[config.mk]
export PLATFORM = sky130hd
export DESIGN_NAME = despachador_colas_flat
export DESIGN_NICKNAME = d
export VERILOG_FILES = /design/src/rtl/despachador_colas_pkg.sv /design/src/rtl/despachador_colas_if.sv /design/src/rtl/despachador_colas_buffer_salida.sv /design/src/rtl/despachador_colas.sv /design/src/flat_wrapper.sv
export SDC_FILE = /design/constraint.sdc
export NUM_CORES = 1
export LEC_CHECK = 0
export CAP_MARGIN = 5
export CORE_AREA = 8 8 70 72
export DETAILED_ROUTE_END_ITERATION = 8
export DIE_AREA = 0 0 78 80
export HOLD_SLACK_MARGIN = 0.02
export MAX_ROUTING_LAYER = met4
export PLACE_DENSITY = 0.74
export SYNTH_ARGS = -nofsm -noshare
export SYNTH_HDL_FRONTEND = slang
export SYNTH_SLANG_ARGS = --single-unit
[constraint.sdc]
create_clock -name clk_i -period 4.4 [get_ports clk_i]
set_input_delay 1.1 -clock clk_i [delete_from_list [all_inputs] [get_ports clk_i]]
set_output_delay 1.1 -clock clk_i [all_outputs]
set_load 0.01 [all_outputs]
[src/rtl/despachador_colas_pkg.sv]
`default_nettype none
// ============================================================================
//  Module      : despachador_colas_pkg
//  Description : Shared defaults, widths and helpers for the queue dispatcher.
//  Revision    : 1.0 - initial release
// ============================================================================
package despachador_colas_pkg;

    localparam int unsigned QUEUE_QUANTITY_DEF = 4;
    localparam int unsigned DATA_BITS_DEF      = 8;
    localparam int unsigned BUF_DEPTH          = 2;
    localparam int unsigned COUNT_BITS         = 2;

    typedef logic [COUNT_BITS-1:0] count_t;

    // A single queue still needs a 1-bit selector.
    function automatic int unsigned idx_bits(input int unsigned n);
        return (n > 1) ? $clog2(n) : 1;
    endfunction

    localparam int unsigned IDX_BITS_DEF = idx_bits(QUEUE_QUANTITY_DEF);

endpackage
`default_nettype wire

[src/rtl/despachador_colas_if.sv]
`default_nettype none
// ============================================================================
//  Module      : despachador_colas_if
//  Description : Grant, FIFO-bank and output-handshake bundle of the dispatcher.
//  Revision    : 1.0 - initial release
// ============================================================================
interface despachador_colas_if
    import despachador_colas_pkg::*;
#(
    parameter int unsigned QUEUE_QUANTITY = QUEUE_QUANTITY_DEF,
    parameter int unsigned DATA_BITS      = DATA_BITS_DEF
) ();

    localparam int unsigned IW = idx_bits(QUEUE_QUANTITY);

    logic                                enb;
    logic [IW-1:0]                       selector;
    logic                                selector_enb;
    logic [QUEUE_QUANTITY-1:0]           buf_empty;
    logic [QUEUE_QUANTITY*DATA_BITS-1:0] fifo_data;
    logic [QUEUE_QUANTITY-1:0]           pop;
    logic [DATA_BITS-1:0]                data_out;
    logic [IW-1:0]                       queue_out;
    logic                                valid_out;
    logic                                ready_in;
    logic                                error_pop;

    modport master (
        output enb, selector, selector_enb, buf_empty, fifo_data, ready_in,
        input  pop, data_out, queue_out, valid_out, error_pop
    );

    modport slave (
        input  enb, selector, selector_enb, buf_empty, fifo_data, ready_in,
        output pop, data_out, queue_out, valid_out, error_pop
    );

endinterface
`default_nettype wire

[src/rtl/despachador_colas_buffer_salida.sv]
`default_nettype none
// ============================================================================
//  Module      : buffer_salida
//  Description : 2-entry synchronous FIFO of {queue tag, data} words.
//  Revision    : 1.0 - initial release
// ============================================================================
module buffer_salida
    import despachador_colas_pkg::*;
#(
    parameter int unsigned WIDTH = DATA_BITS_DEF + IDX_BITS_DEF
) (
    input  logic             clk_i,
    input  logic             rst_ni,
    input  logic             write_i,
    input  logic [WIDTH-1:0] wdata_i,
    input  logic             read_i,
    output logic [WIDTH-1:0] rdata_o,
    output count_t           count_o
);

    logic [WIDTH-1:0] mem_q [BUF_DEPTH];
    logic             wr_ptr_q;
    logic             rd_ptr_q;
    count_t           count_q;
    count_t           count_d;

    always_comb begin
        count_d = count_q;
        case ({write_i, read_i})
            2'b10:   count_d = count_q + count_t'(1);
            2'b01:   count_d = count_q - count_t'(1);
            default: count_d = count_q;
        endcase
    end

    always_ff @(posedge clk_i or negedge rst_ni) begin
        if (!rst_ni) begin
            for (int i = 0; i < BUF_DEPTH; i++) begin
                mem_q[i] <= '0;
            end
            wr_ptr_q <= 1'b0;
            rd_ptr_q <= 1'b0;
            count_q  <= '0;
        end else begin
            if (write_i) begin
                mem_q[wr_ptr_q] <= wdata_i;
                wr_ptr_q        <= ~wr_ptr_q;
            end
            if (read_i) begin
                rd_ptr_q <= ~rd_ptr_q;
            end
            count_q <= count_d;
        end
    end

    assign rdata_o = mem_q[rd_ptr_q];
    assign count_o = count_q;

endmodule
`default_nettype wire

[src/rtl/despachador_colas.sv]
`default_nettype none
// ============================================================================
//  Module      : despachador_colas
//  Description : Pops the granted FIFO under output-buffer credit and delivers
//                tagged words through a valid/ready port.
//  Revision    : 1.0 - initial release
// ============================================================================
module despachador_colas
    import despachador_colas_pkg::*;
#(
    parameter int unsigned QUEUE_QUANTITY = QUEUE_QUANTITY_DEF,
    parameter int unsigned DATA_BITS      = DATA_BITS_DEF
) (
    input  logic                 clk_i,
    input  logic                 rst_ni,
    despachador_colas_if.slave   bus
);

    localparam int unsigned IW = idx_bits(QUEUE_QUANTITY);
    localparam int unsigned EW = DATA_BITS + IW;
    localparam logic [COUNT_BITS:0] CREDIT_LIMIT = (COUNT_BITS+1)'(BUF_DEPTH);

    logic                inflight_q;
    logic                inflight_d;
    logic [IW-1:0]       sel_q;
    logic [IW-1:0]       sel_d;

    logic                w_sel_empty;
    logic                w_grant;
    logic                w_valid;
    logic                w_accept;
    logic                w_pop_ok;
    logic [COUNT_BITS:0] w_used;
    logic [COUNT_BITS:0] w_limit;
    count_t              w_count;
    logic [EW-1:0]       w_wdata;
    logic [EW-1:0]       w_rdata;

    // Selectors past the last queue read as empty so they raise error_pop.
    always_comb begin
        w_sel_empty = 1'b1;
        for (int i = 0; i < QUEUE_QUANTITY; i++) begin
            if (bus.selector == IW'(i)) begin
                w_sel_empty = bus.buf_empty[i];
            end
        end
    end

    assign w_valid  = (w_count != '0);
    assign w_accept = w_valid && bus.ready_in;
    assign w_grant  = rst_ni && bus.enb && bus.selector_enb;

    // Credit: buffered words plus the one in flight, minus a same-cycle accept.
    assign w_used   = {1'b0, w_count} + {{COUNT_BITS{1'b0}}, inflight_q};
    assign w_limit  = CREDIT_LIMIT + {{COUNT_BITS{1'b0}}, w_accept};
    assign w_pop_ok = w_grant && !w_sel_empty && (w_used < w_limit);

    assign bus.error_pop = w_grant && w_sel_empty;

    for (genvar i = 0; i < QUEUE_QUANTITY; i++) begin : g_pop
        assign bus.pop[i] = w_pop_ok && (bus.selector == IW'(i));
    end

    always_comb begin
        inflight_d = w_pop_ok;
        sel_d      = w_pop_ok ? bus.selector : sel_q;
    end

    always_ff @(posedge clk_i or negedge rst_ni) begin
        if (!rst_ni) begin
            inflight_q <= 1'b0;
            sel_q      <= '0;
        end else begin
            inflight_q <= inflight_d;
            sel_q      <= sel_d;
        end
    end

    assign w_wdata = {sel_q, bus.fifo_data[sel_q*DATA_BITS +: DATA_BITS]};

    buffer_salida #(
        .WIDTH (EW)
    ) u_buffer_salida (
        .clk_i   (clk_i),
        .rst_ni  (rst_ni),
        .write_i (inflight_q),
        .wdata_i (w_wdata),
        .read_i  (w_accept),
        .rdata_o (w_rdata),
        .count_o (w_count)
    );

    assign bus.valid_out = w_valid;
    assign bus.data_out  = w_rdata[DATA_BITS-1:0];
    assign bus.queue_out = w_rdata[EW-1 -: IW];

endmodule
`default_nettype wire

[src/flat_wrapper.sv]
// flat-port wrapper written by rule: the top's interface ports become plain ports
module despachador_colas_flat import despachador_colas_pkg::*;
#(
    parameter int unsigned QUEUE_QUANTITY = QUEUE_QUANTITY_DEF,
    parameter int unsigned DATA_BITS      = DATA_BITS_DEF
)
  (clk_i, rst_ni, bus_enb, bus_selector, bus_selector_enb, bus_buf_empty, bus_fifo_data, bus_ready_in, bus_pop, bus_data_out, bus_queue_out, bus_valid_out, bus_error_pop);
  despachador_colas_if #(.QUEUE_QUANTITY(QUEUE_QUANTITY), .DATA_BITS(DATA_BITS)) bus_i ();
  input  logic clk_i;
  input  logic rst_ni;
  input wire logic [$bits(bus_i.enb)-1:0] bus_enb;
  input wire logic [$bits(bus_i.selector)-1:0] bus_selector;
  input wire logic [$bits(bus_i.selector_enb)-1:0] bus_selector_enb;
  input wire logic [$bits(bus_i.buf_empty)-1:0] bus_buf_empty;
  input wire logic [$bits(bus_i.fifo_data)-1:0] bus_fifo_data;
  input wire logic [$bits(bus_i.ready_in)-1:0] bus_ready_in;
  output wire logic [$bits(bus_i.pop)-1:0] bus_pop;
  output wire logic [$bits(bus_i.data_out)-1:0] bus_data_out;
  output wire logic [$bits(bus_i.queue_out)-1:0] bus_queue_out;
  output wire logic [$bits(bus_i.valid_out)-1:0] bus_valid_out;
  output wire logic [$bits(bus_i.error_pop)-1:0] bus_error_pop;
  assign bus_i.enb = bus_enb;
  assign bus_i.selector = bus_selector;
  assign bus_i.selector_enb = bus_selector_enb;
  assign bus_i.buf_empty = bus_buf_empty;
  assign bus_i.fifo_data = bus_fifo_data;
  assign bus_i.ready_in = bus_ready_in;
  assign bus_pop = bus_i.pop;
  assign bus_data_out = bus_i.data_out;
  assign bus_queue_out = bus_i.queue_out;
  assign bus_valid_out = bus_i.valid_out;
  assign bus_error_pop = bus_i.error_pop;
  despachador_colas #(.QUEUE_QUANTITY(QUEUE_QUANTITY), .DATA_BITS(DATA_BITS)) u_core (.clk_i(clk_i), .rst_ni(rst_ni), .bus(bus_i));
endmodule
* Word-level counts from Yosys, hierarchy flattened
Cells that the tools add are included.
** Cells by class
- Add/sub/neg operators :: 4
- Multiply operators :: 0
- Div/mod/pow operators :: 0
- Order comparisons :: 4
- Eq/ne operators :: 5
- Shifts and indexed selects :: 1
- Mux-type cells :: 11
- Bitwise logic cells :: 4
- Reductions and logical operators :: 15
** Operators by type and width (count)
- 10-bit 2-to-1 mux :: 4
- 32-bit by 6-bit indexed part select with 8-bit output :: 1
- 20-bit bitwise mux :: 1
- 1-bit logical AND :: 11
- 10-bit demux with 1-bit select :: 1
- 2-bit == test (second input constant) :: 3
- 2-bit by 1-bit == test with 1-bit output (second input constant) :: 2
- 2-bit greater-or-equal comparator (second input constant) :: 2
- 1-bit 2-to-1 mux :: 4
- 1-bit inverter with 2-bit output :: 2
- 2-bit one-hot mux with 2 select lines :: 1
- 2-bit nonzero test :: 2
- 2-bit by 1-bit adder with 3-bit output :: 1
- 2-bit by 1-bit adder with 3-bit output (first input constant) :: 1
- 3-bit < comparator :: 1
- 2-bit by 1-bit adder with 2-bit output (second input constant) :: 1
- 2-bit zero test :: 1
- 2-bit by 1-bit < comparator with 1-bit output (second input constant) :: 1
- 1-bit inverter :: 2
- 2-bit by 1-bit subtractor with 2-bit output (second input constant) :: 1
- 1-bit zero test :: 1
** Word-level totals
- Bits in registers :: 27
- Latch bits :: 0
- Memory bits (writable) :: 0
- ROM bits :: 0
- Input bits :: 43
- Output and inout port bits :: 16
- Logic and storage cells :: 51
- Memories :: 0

* Logic depth before layout (Yosys ltp)
Gate-level depths: netlist of the first run.
- Word-level depth :: 9
- Mapped depth :: 6
- Depth with buffers taken out :: 6

* By module
From an unflattened synthesis of the first run, not the netlist that was laid out.
** Unflattened totals
- Cells, all modules :: 95
- Area total of the unflattened synthesis :: 1443.9 µm²
** Modules (own cells, without submodules)
- buffer_salida :: times used 1, cells each 65, area an instance 1024.7 µm², sequential area each 600.6 µm²
- despachador_colas :: times used 1, cells each 30, area an instance 419.2 µm², sequential area each 75.1 µm²

* Least setup slack after synthesis of the first run
Ideal clock, no wire load.
- Kind :: in2out
- From :: input port bus_selector[0]
- To :: output port bus_pop[0]
- Data arrival time :: 2.340 ns
- Data required time :: 3.300 ns
- Setup slack :: 0.960 ns
- Cell stages on the path :: 3
- Path buffers :: 0
- Path through :: mux4_2 nor4b_4 nor3b_1
** Between the ends
- Longest elaborated chain between the ends :: 9
- Elaborated cells between the ends (all ways) :: 12
- Those cells by class :: eq/ne (3); mux (4); reduce/logical (5)
** RTL lines
- start: declaration :: RTL line flat_wrapper.sv:12 : input wire logic [$bits(bus_i.selector)-1:0] bus_selector;
- 2-bit zero test :: RTL line despachador_colas.sv:43 : if (bus.selector == IW'(i)) begin
- 1-bit 2-to-1 mux (3 in a row) :: RTL line despachador_colas.sv:43
- 1-bit 2-to-1 mux * :: RTL line despachador_colas.sv:43
- 1-bit zero test * :: RTL line despachador_colas.sv:56 : assign w_pop_ok = w_grant && !w_sel_empty && (w_used < w_limit);
- 1-bit logical AND * (2 in a row) :: RTL line despachador_colas.sv:56
- via u_core.inflight_d :: RTL line despachador_colas.sv:24 : logic inflight_d;
- 1-bit logical AND * :: RTL line despachador_colas.sv:61 : assign bus.pop[i] = w_pop_ok && (bus.selector == IW'(i));
- end: declaration :: RTL line flat_wrapper.sv:17 : output wire logic [$bits(bus_i.pop)-1:0] bus_pop;
Mark *: on every way through the listed nets, which the timed path passes. The rest lies on a longest branch.

* Final worst setup path of the first run
- From :: input port bus_selector[1]
- To :: output port bus_pop[2]
Same word-level chain as after synthesis.

==> impl_metrics.env, run 1 <==
export IMPL_grt_pass1_vias=1197
export IMPL_final_max_slew_viol_count=0
export IMPL_intPower_w=0.0008297
export IMPL_grt_pass1_wl_um=5913
export IMPL_skew_ns=0.004570
export IMPL_maxCapViolCount=0
export IMPL_switching_share_pct=31.33
export IMPL_final_net_count=202
export IMPL_via_count=1023
export IMPL_path_buf_inv=2
export IMPL_path_max_fanout=6
export IMPL_dp_hpwl_um=2955
export IMPL_end_kind="output pin"
export IMPL_clock_latency_ns=0.27
export IMPL_cts_clk_slew_worst_paths_ns=0.08
export IMPL_cts_buffer_depth=2
export IMPL_critPathKind="in -> out"
export IMPL_die_h_um=80
export IMPL_synth_area_um2=1441
export IMPL_power_total_w=0.001208
export IMPL_post_cts_buffers=0
export IMPL_drt_initial_drc_count=32
export IMPL_syn_inst=94
export IMPL_synth_distinct_cells=19
export IMPL_ant_nets=0
export IMPL_hold_viol=0
export IMPL_crit_chain="clkdlybuf4s50_1 -> mux4_2 -> nor4b_4 -> and3b_2 -> clkdlybuf4s50_1"
export IMPL_p_sw_w=0.0003786
export IMPL_synthTopCellsByArea="dfrtp_1 (47%), mux2_2 (25%), mux4_2 (14%)"
export IMPL_cts_root_buf="clkbuf_8"
export IMPL_seq_power_share_pct=41.2
export IMPL_yosys_warnings=0
export IMPL_start_kind="input pin"
export IMPL_nFillCells=315
export IMPL_ios=59
export IMPL_cts_hold_buf=0
export IMPL_cp_slowest_cell="clkdlybuf4s50_1"
export IMPL_drive_gt1_share_pct=33.55
export IMPL_cpMostUsedCell="clkdlybuf4s50_1"
export IMPL_antenna_found_initial=0
export IMPL_p_leak_nw=0.8756
export IMPL_ys_ff_latch=27
export IMPL_via_per_inst=4.990
export IMPL_clockPowerShare_pct=11.3
export IMPL_p_per_area_nw_per_um2=567.4
export IMPL_antenna_cells=0
export IMPL_wl_per_cell_um=18.01
export IMPL_start_util_pct=37.38
export IMPL_rows=23
export IMPL_crit_arrival_ns=3.08
export IMPL_area_delta_synth_final_pct=47.74
export IMPL_die_area_um2=6240
export IMPL_gr_total_overflow=0
export IMPL_outcome="finished clean"
export IMPL_max_slew_margin_pct=36.39
export IMPL_rsz0062_at_grt="no"
export IMPL_worstMarginPinSlew_ns=0.9507
export IMPL_pwr_share_comb_pct=47.5
export IMPL_finalCriticalPeriod_ns=4.182
export IMPL_numCtsBuffers=3
export IMPL_clkSinkCount=27
export IMPL_fmax_mhz=239.1
export IMPL_io_buffers=58
export IMPL_synth_top_area_share_pct=46.88
export IMPL_ir_drop_mv=0.2424
export IMPL_grt_max_degree=28
export IMPL_synth_net_count=140
export IMPL_die_w_um=78
export IMPL_setup_violations=0
export IMPL_routabilityCongestion=0.6951
export IMPL_wl_um=3692
export IMPL_netlist_top_cell_by_area="dfrtp_1"
export IMPL_cts_tree="built"
export IMPL_drtPass1Iterations=4
export IMPL_required_ns=3.30
export IMPL_period_share_pct=95.05
export IMPL_crit_family="buffers and inverters"
export IMPL_cpPeakStageDelay_ns=0.55
export IMPL_hold_path_class="reg -> reg"
export IMPL_hold_slack_ns=0.5083
export IMPL_grt_usage_pct=12.35
export IMPL_synth_seq_area_share_pct=46.88
export IMPL_syn_avg_cell_area_um2=15.33
export IMPL_drcViolationCount=0
export IMPL_cts_max_level=1
export IMPL_core_um2=3856
export IMPL_post_cts_resized=2
## stage by stage
| stage | area (um2) | worst slack, ns | cells | util [%] | setup TNS [ns] |
|---|---|---|---|---|---|
| 5_1_grt | 2130 | 0.07184 | 205 | 55.22 | 0 |
| 6_report | 2130 | 0.2178 | 205 | 55.22 | 0 |
| 3_3_place_gp | 2087 | -0.01622 | 201 | 54.12 | -0.01622 |
| 2_1_floorplan | 1441 | 0.9605 | 94 | - | 0 |
| 3_5_place_dp | 2087 | -0.09097 | 201 | 54.12 | -0.2858 |
| 4_1_cts | 2130 | 0.1897 | 205 | 55.22 | 0 |
## layout make-up
class                           count  area [um2]  share of cell area (%)
Clock buffer                        4       45.04                   2.115
Inverter                            2       7.507                  0.3525
Sequential cell                    27       675.6                   31.73
Multi-Input combinational cell     62       745.7                   35.02
Tap cell                           50       62.56                   2.938
Timing Repair Buffer               60       593.1                   27.85
## Yosys cell counts, drive strengths merged
cell	n
o21ai	2
nor2	2
nor3b	1
xor2	2
mux2	32
nor4b	1
and3b	2
clkbuf	2
and3	1
and4	1
nand2	1
nand3	1
buf	1
mux4	9
inv	2
xnor2	3
or2	1
ha	3
dfrtp	27
## power groups by stage
| stage | Sequential (W) | Combinational [W] | Clock [W] |
|---|---|---|---|
| after floorplan | 0.000422 | 0.000397 | 0 |
| after global placement | 0.000493 | 0.000569 | 0 |
| after detailed placement | 0.000507 | 0.000584 | 0 |
| after CTS | 0.000503 | 0.000586 | 0.000142 |
| after global routing | 0.000521 | 0.000621 | 0.000153 |
| final | 0.000498 | 0.000574 | 0.000136 |
## layer usage
layer / vias to the layer above / global-route usage (%) / routed length (um)
li1: 475 / - / -
met1: 515 / 13.38 / 1407
met2: 31 / 21.80 / 2056
met3: 2 / 3.041 / 206
met4: 0 / 3.889 / 22
met5: - / - / 0
## cell families after synthesis
group,after synthesis,share of synthesized area [%]
AOI/OAI and AO/OA,2,0.6945
xor gates and xnor gates,5,3.039
adders and majority gates,3,2.604
buffers and inverters,5,1.389
DFF,27,46.88
muxes,41,39.06
and+or+nand+nor,11,6.337
## state kept, by name, indices dropped and copies added, names as in the netlist
name / flops
u_core.u_buffer_salida.rd_ptr_q: 1
u_core.u_buffer_salida.count_o: 2
u_core.u_buffer_salida.mem_q: 20
u_core.u_buffer_salida.wr_ptr_q: 1
u_core.inflight_q: 1
u_core.sel_q: 2
## placed cells by master, fill, tap and decap left out
master            n
and4_2            1
nand3_1           1
or2_2             1
nand2_1           1
clkdlybuf4s50_1  56
and3_2            1
inv_1             2
nor4b_4           1
clkbuf_1          1
nor2_1            2
dfrtp_1          27
and3b_2           2
xnor2_1           3
ha_1              3
xor2_1            2
mux4_2            9
o21ai_0           2
nor3b_1           1
clkbuf_8          3
mux2_2           32
buf_4             2
dlygate4sd2_1     2
## worst paths after layout
path                                              startpoint                                 to  slack, ns  depth (start not counted)
max                                          bus_selector[1]                         bus_pop[2]       0.22                          5
min                         u_core.u_buffer_salida.mem_q[12]   u_core.u_buffer_salida.mem_q[12]       0.51                          1
max reg2reg                u_core.u_buffer_salida.count_o[0]                    u_core.sel_q[0]       2.50                          6
min reg2reg                 u_core.u_buffer_salida.mem_q[12]   u_core.u_buffer_salida.mem_q[12]       0.51                          1
max in group asynchronous                             rst_ni    u_core.u_buffer_salida.mem_q[4]       2.81                          2
min in group asynchronous                             rst_ni  u_core.u_buffer_salida.count_o[1]       1.34                          2
Power figures use the tool's default switching activity.
==> run 2, diff against run 1 <==
- CORE_AREA: 8 8 70 72 -> 8 8 59 85
- CTS_CLUSTER_DIAMETER: not set -> 200
- CTS_CLUSTER_SIZE: not set -> 8
- DIE_AREA: 0 0 78 80 -> 0 0 67 93
==> run 2 against run 1 <==
Fmax fell by 4.1%. Combinational power about the same. Sequential share of layout area decreased by 0.26 points. Power grew 0.47%. Non-clock buffer count increased by 2. Via count increased by 1.4%. Clock skew decreased by 0.0014 ns. Core utilization rose by 0.49 points. Design area rose by 0.82%. First-iteration DRC count decreased by 19%. Wire length about the same. Critical path depth did not move. Largest cell class unchanged. Largest power group unchanged. Highest routed layer unchanged.
==> impl_metrics.env, run 2 (same netlist as run 1, synthesis figures left out) <==
export IMPL_period_share_pct=99.12
export IMPL_grt_pass1_wl_um=5858
export IMPL_numCtsBuffers=3
export IMPL_hold_path_class="reg -> reg"
export IMPL_hold_viol=0
export IMPL_finalCriticalPeriod_ns=4.361
export IMPL_power_total_w=0.001214
export IMPL_critPathKind="in -> out"
export IMPL_fmax_mhz=229.3
export IMPL_setup_violations=0
export IMPL_switching_share_pct=31.43
export IMPL_via_count=1037
export IMPL_skew_ns=0.003202
export IMPL_wl_met3_um=214
export IMPL_p_sw_w=0.0003816
export IMPL_cts_buffer_depth=2
export IMPL_intPower_w=0.0008323
export IMPL_cts_hold_buf=0
export IMPL_cpPeakStageDelay_ns=0.58
export IMPL_cpMostUsedCell="clkdlybuf4s50_1"
export IMPL_dr_wl_met2_um=2042
export IMPL_cp_slowest_cell="clkdlybuf4s50_1"
export IMPL_gr_total_overflow=0
export IMPL_maxCapViolCount=0
export IMPL_clock_latency_ns=0.27
export IMPL_max_slew_margin_pct=40.34
export IMPL_regMostFlops="u_core.u_buffer_salida.mem_q"
export IMPL_io_buffers=58
export IMPL_die_h_um=93
export IMPL_r2r_slack_ns=2.34
export IMPL_worst_slack_ns=0.03884
export IMPL_cts_root_buf="clkbuf_8"
export IMPL_cts_tree="built"
export IMPL_path_max_fanout=4
export IMPL_antenna_cells=0
export IMPL_clkSinkCount=27
export IMPL_die_area_um2=6231
export IMPL_p_per_area_nw_per_um2=565.4
export IMPL_wl_met1_um=1366
export IMPL_grt_max_degree=29
export IMPL_core_um2=3854
export IMPL_final_net_count=204
export IMPL_hold_path_startpoint="u_core.u_buffer_salida.wr_ptr_q"
export IMPL_final_common_cell="clkdlybuf4s50_1"
export IMPL_seq_power_share_pct=40.8
export IMPL_drcViolationCount=0
export IMPL_rr_startpoint="u_core.u_buffer_salida.count_o[0]"
export IMPL_crit_chain="clkdlybuf4s50_1 -> mux4_2 -> nor4b_4 -> nor3b_1 -> clkdlybuf4s50_1"
export IMPL_drtPass1Iterations=2
export IMPL_clockPowerShare_pct=11.7
export IMPL_start_kind="input pin"
export IMPL_cts_max_level=1
export IMPL_rows=28
export IMPL_highest_layer="met4"
export IMPL_grt_pass1_vias=1232
export IMPL_outcome="finished clean"
export IMPL_worstMarginPinSlew_ns=0.8916
export IMPL_nFillCells=336
export IMPL_largest_reg_flops=20
export IMPL_ant_nets=0
export IMPL_ir_drop_mv=0.3741
export IMPL_drt_initial_drc_count=26
export IMPL_wl_per_cell_um=18.26
export IMPL_wl_um=3689
export IMPL_pwr_share_comb_pct=47.6
export IMPL_pre_cts_slack_ns=-0.02910
export IMPL_die_w_um=67
export IMPL_crit_arrival_ns=3.26
export IMPL_whs_endpoint="u_core.u_buffer_salida.wr_ptr_q"
export IMPL_drive_gt1_share_pct=35.03
export IMPL_tns_ns=0
export IMPL_end_kind="output pin"
export IMPL_routabilityCongestion=0.7260
export IMPL_reg2reg_depth=7
export IMPL_dp_hpwl_um=2997
export IMPL_holdPathStages=1
export IMPL_via_per_inst=5.134
export IMPL_worst_r2r_endpoint="u_core.sel_q[0]"
export IMPL_final_max_slew_viol_count=0
export IMPL_start_util_pct=37.40
export IMPL_ios=59
export IMPL_p_leak_nw=0.8972
export IMPL_required_ns=3.30
export IMPL_grt_usage_pct=12.58
export IMPL_area_delta_synth_final_pct=48.96
export IMPL_final_cell_mix="clkdlybuf4s50_1 (57), mux2_2 (32), dfrtp_1 (27), mux4_2 (9), buf_4 (4)"
export IMPL_cts_clk_slew_worst_paths_ns=0.09
export IMPL_antenna_found_initial=0
## run 2: changes by cell type in the layout (fill, tap and decap cells not counted), sizes merged
| cell | before | now |
|---|---|---|
| buf | 2 | 4 |
| clkdlybuf4s50 | 56 | 57 |
| dlymetal6s2s | 0 | 1 |
| clkbuf | 4 | 3 |
| dlygate4sd2 | 2 | 0 |
| clkinvlp | 0 | 1 |
## run 2: how the worst max path moves through the flow
stage / startpoint / to / slack, ns
2_1_floorplan: bus_selector[0] / bus_pop[0] / 0.96
3_3_place_gp: bus_selector[0] / bus_pop[0] / 0.05
3_5_place_dp: bus_selector[0] / bus_pop[0] / -0.03
4_1_cts: bus_selector[0] / bus_pop[0] / 0.01
5_1_grt: bus_selector[0] / bus_pop[0] / -0.1
6_report: bus_selector[0] / bus_pop[0] / 0.04
## run 2: power by group through the flow
stage | sequential [W] | combinational (W) | clock [W]
finish | 0.000495 | 0.000577 | 0.000141
global route | 0.000517 | 0.000623 | 0.000156
CTS | 0.000501 | 0.000591 | 0.000147
detailed placement | 0.000507 | 0.000586 | 0
global placement | 0.000494 | 0.000572 | 0
floorplan | 0.000422 | 0.000397 | 0
## run 2: area by class of cell
cell class	count	area, um2	share of cell area (%)
Clock buffer	3	41.29	1.923
Clock inverter	1	7.507	0.3497
Inverter	2	7.507	0.3497
Multi-Input combinational cell	62	745.7	34.73
Sequential cell	27	675.6	31.47
Tap cell	45	56.30	2.622
Timing Repair Buffer	62	613.1	28.55
## run 2: worst max-delay path: cells and delay by family
kind	cells	cell delay, ns
buffers and inverters	2	1.09
multiplexers	1	0.55
AND/OR/NAND/NOR	2	0.52
## run 2: what timing repair did
item | 4_1_cts | 5_1_grt
gates cloned | 0 | 0
pin swaps | 1 | 0
endpoints found under the setup margin | 3 | 4
resized for setup | 0 | 1
hold endpoints to repair | 0 | 0
buffers inserted | 0 | 1
## run 2: per-layer routing
| metal | GRT usage (%) | vias up |
|---|---|---|
| li1 | - | 483 |
| met1 | 12.79 | 511 |
| met2 | 21.86 | 38 |
| met3 | 2.635 | 5 |
| met4 | 6.305 | 0 |
| met5 | - | - |
## run 2: stage by stage
step	hold WS [ns]	area [um2]	utilization (%)	instances
2_1_floorplan	0.4613	1441	-	94
3_5_place_dp	0.4928	2088	54.19	197
5_1_grt	0.5266	2147	55.71	202
6_report	0.5061	2147	55.71	202
3_3_place_gp	0.4811	2088	54.19	197
4_1_cts	0.5053	2137	55.45	201
==> run 3, diff against run 2 <==
- HOLD_SLACK_MARGIN: 0.02 -> 0.12
==> results of run 3 <==
Final layout, timing and power as in run 2 (identical DEF).
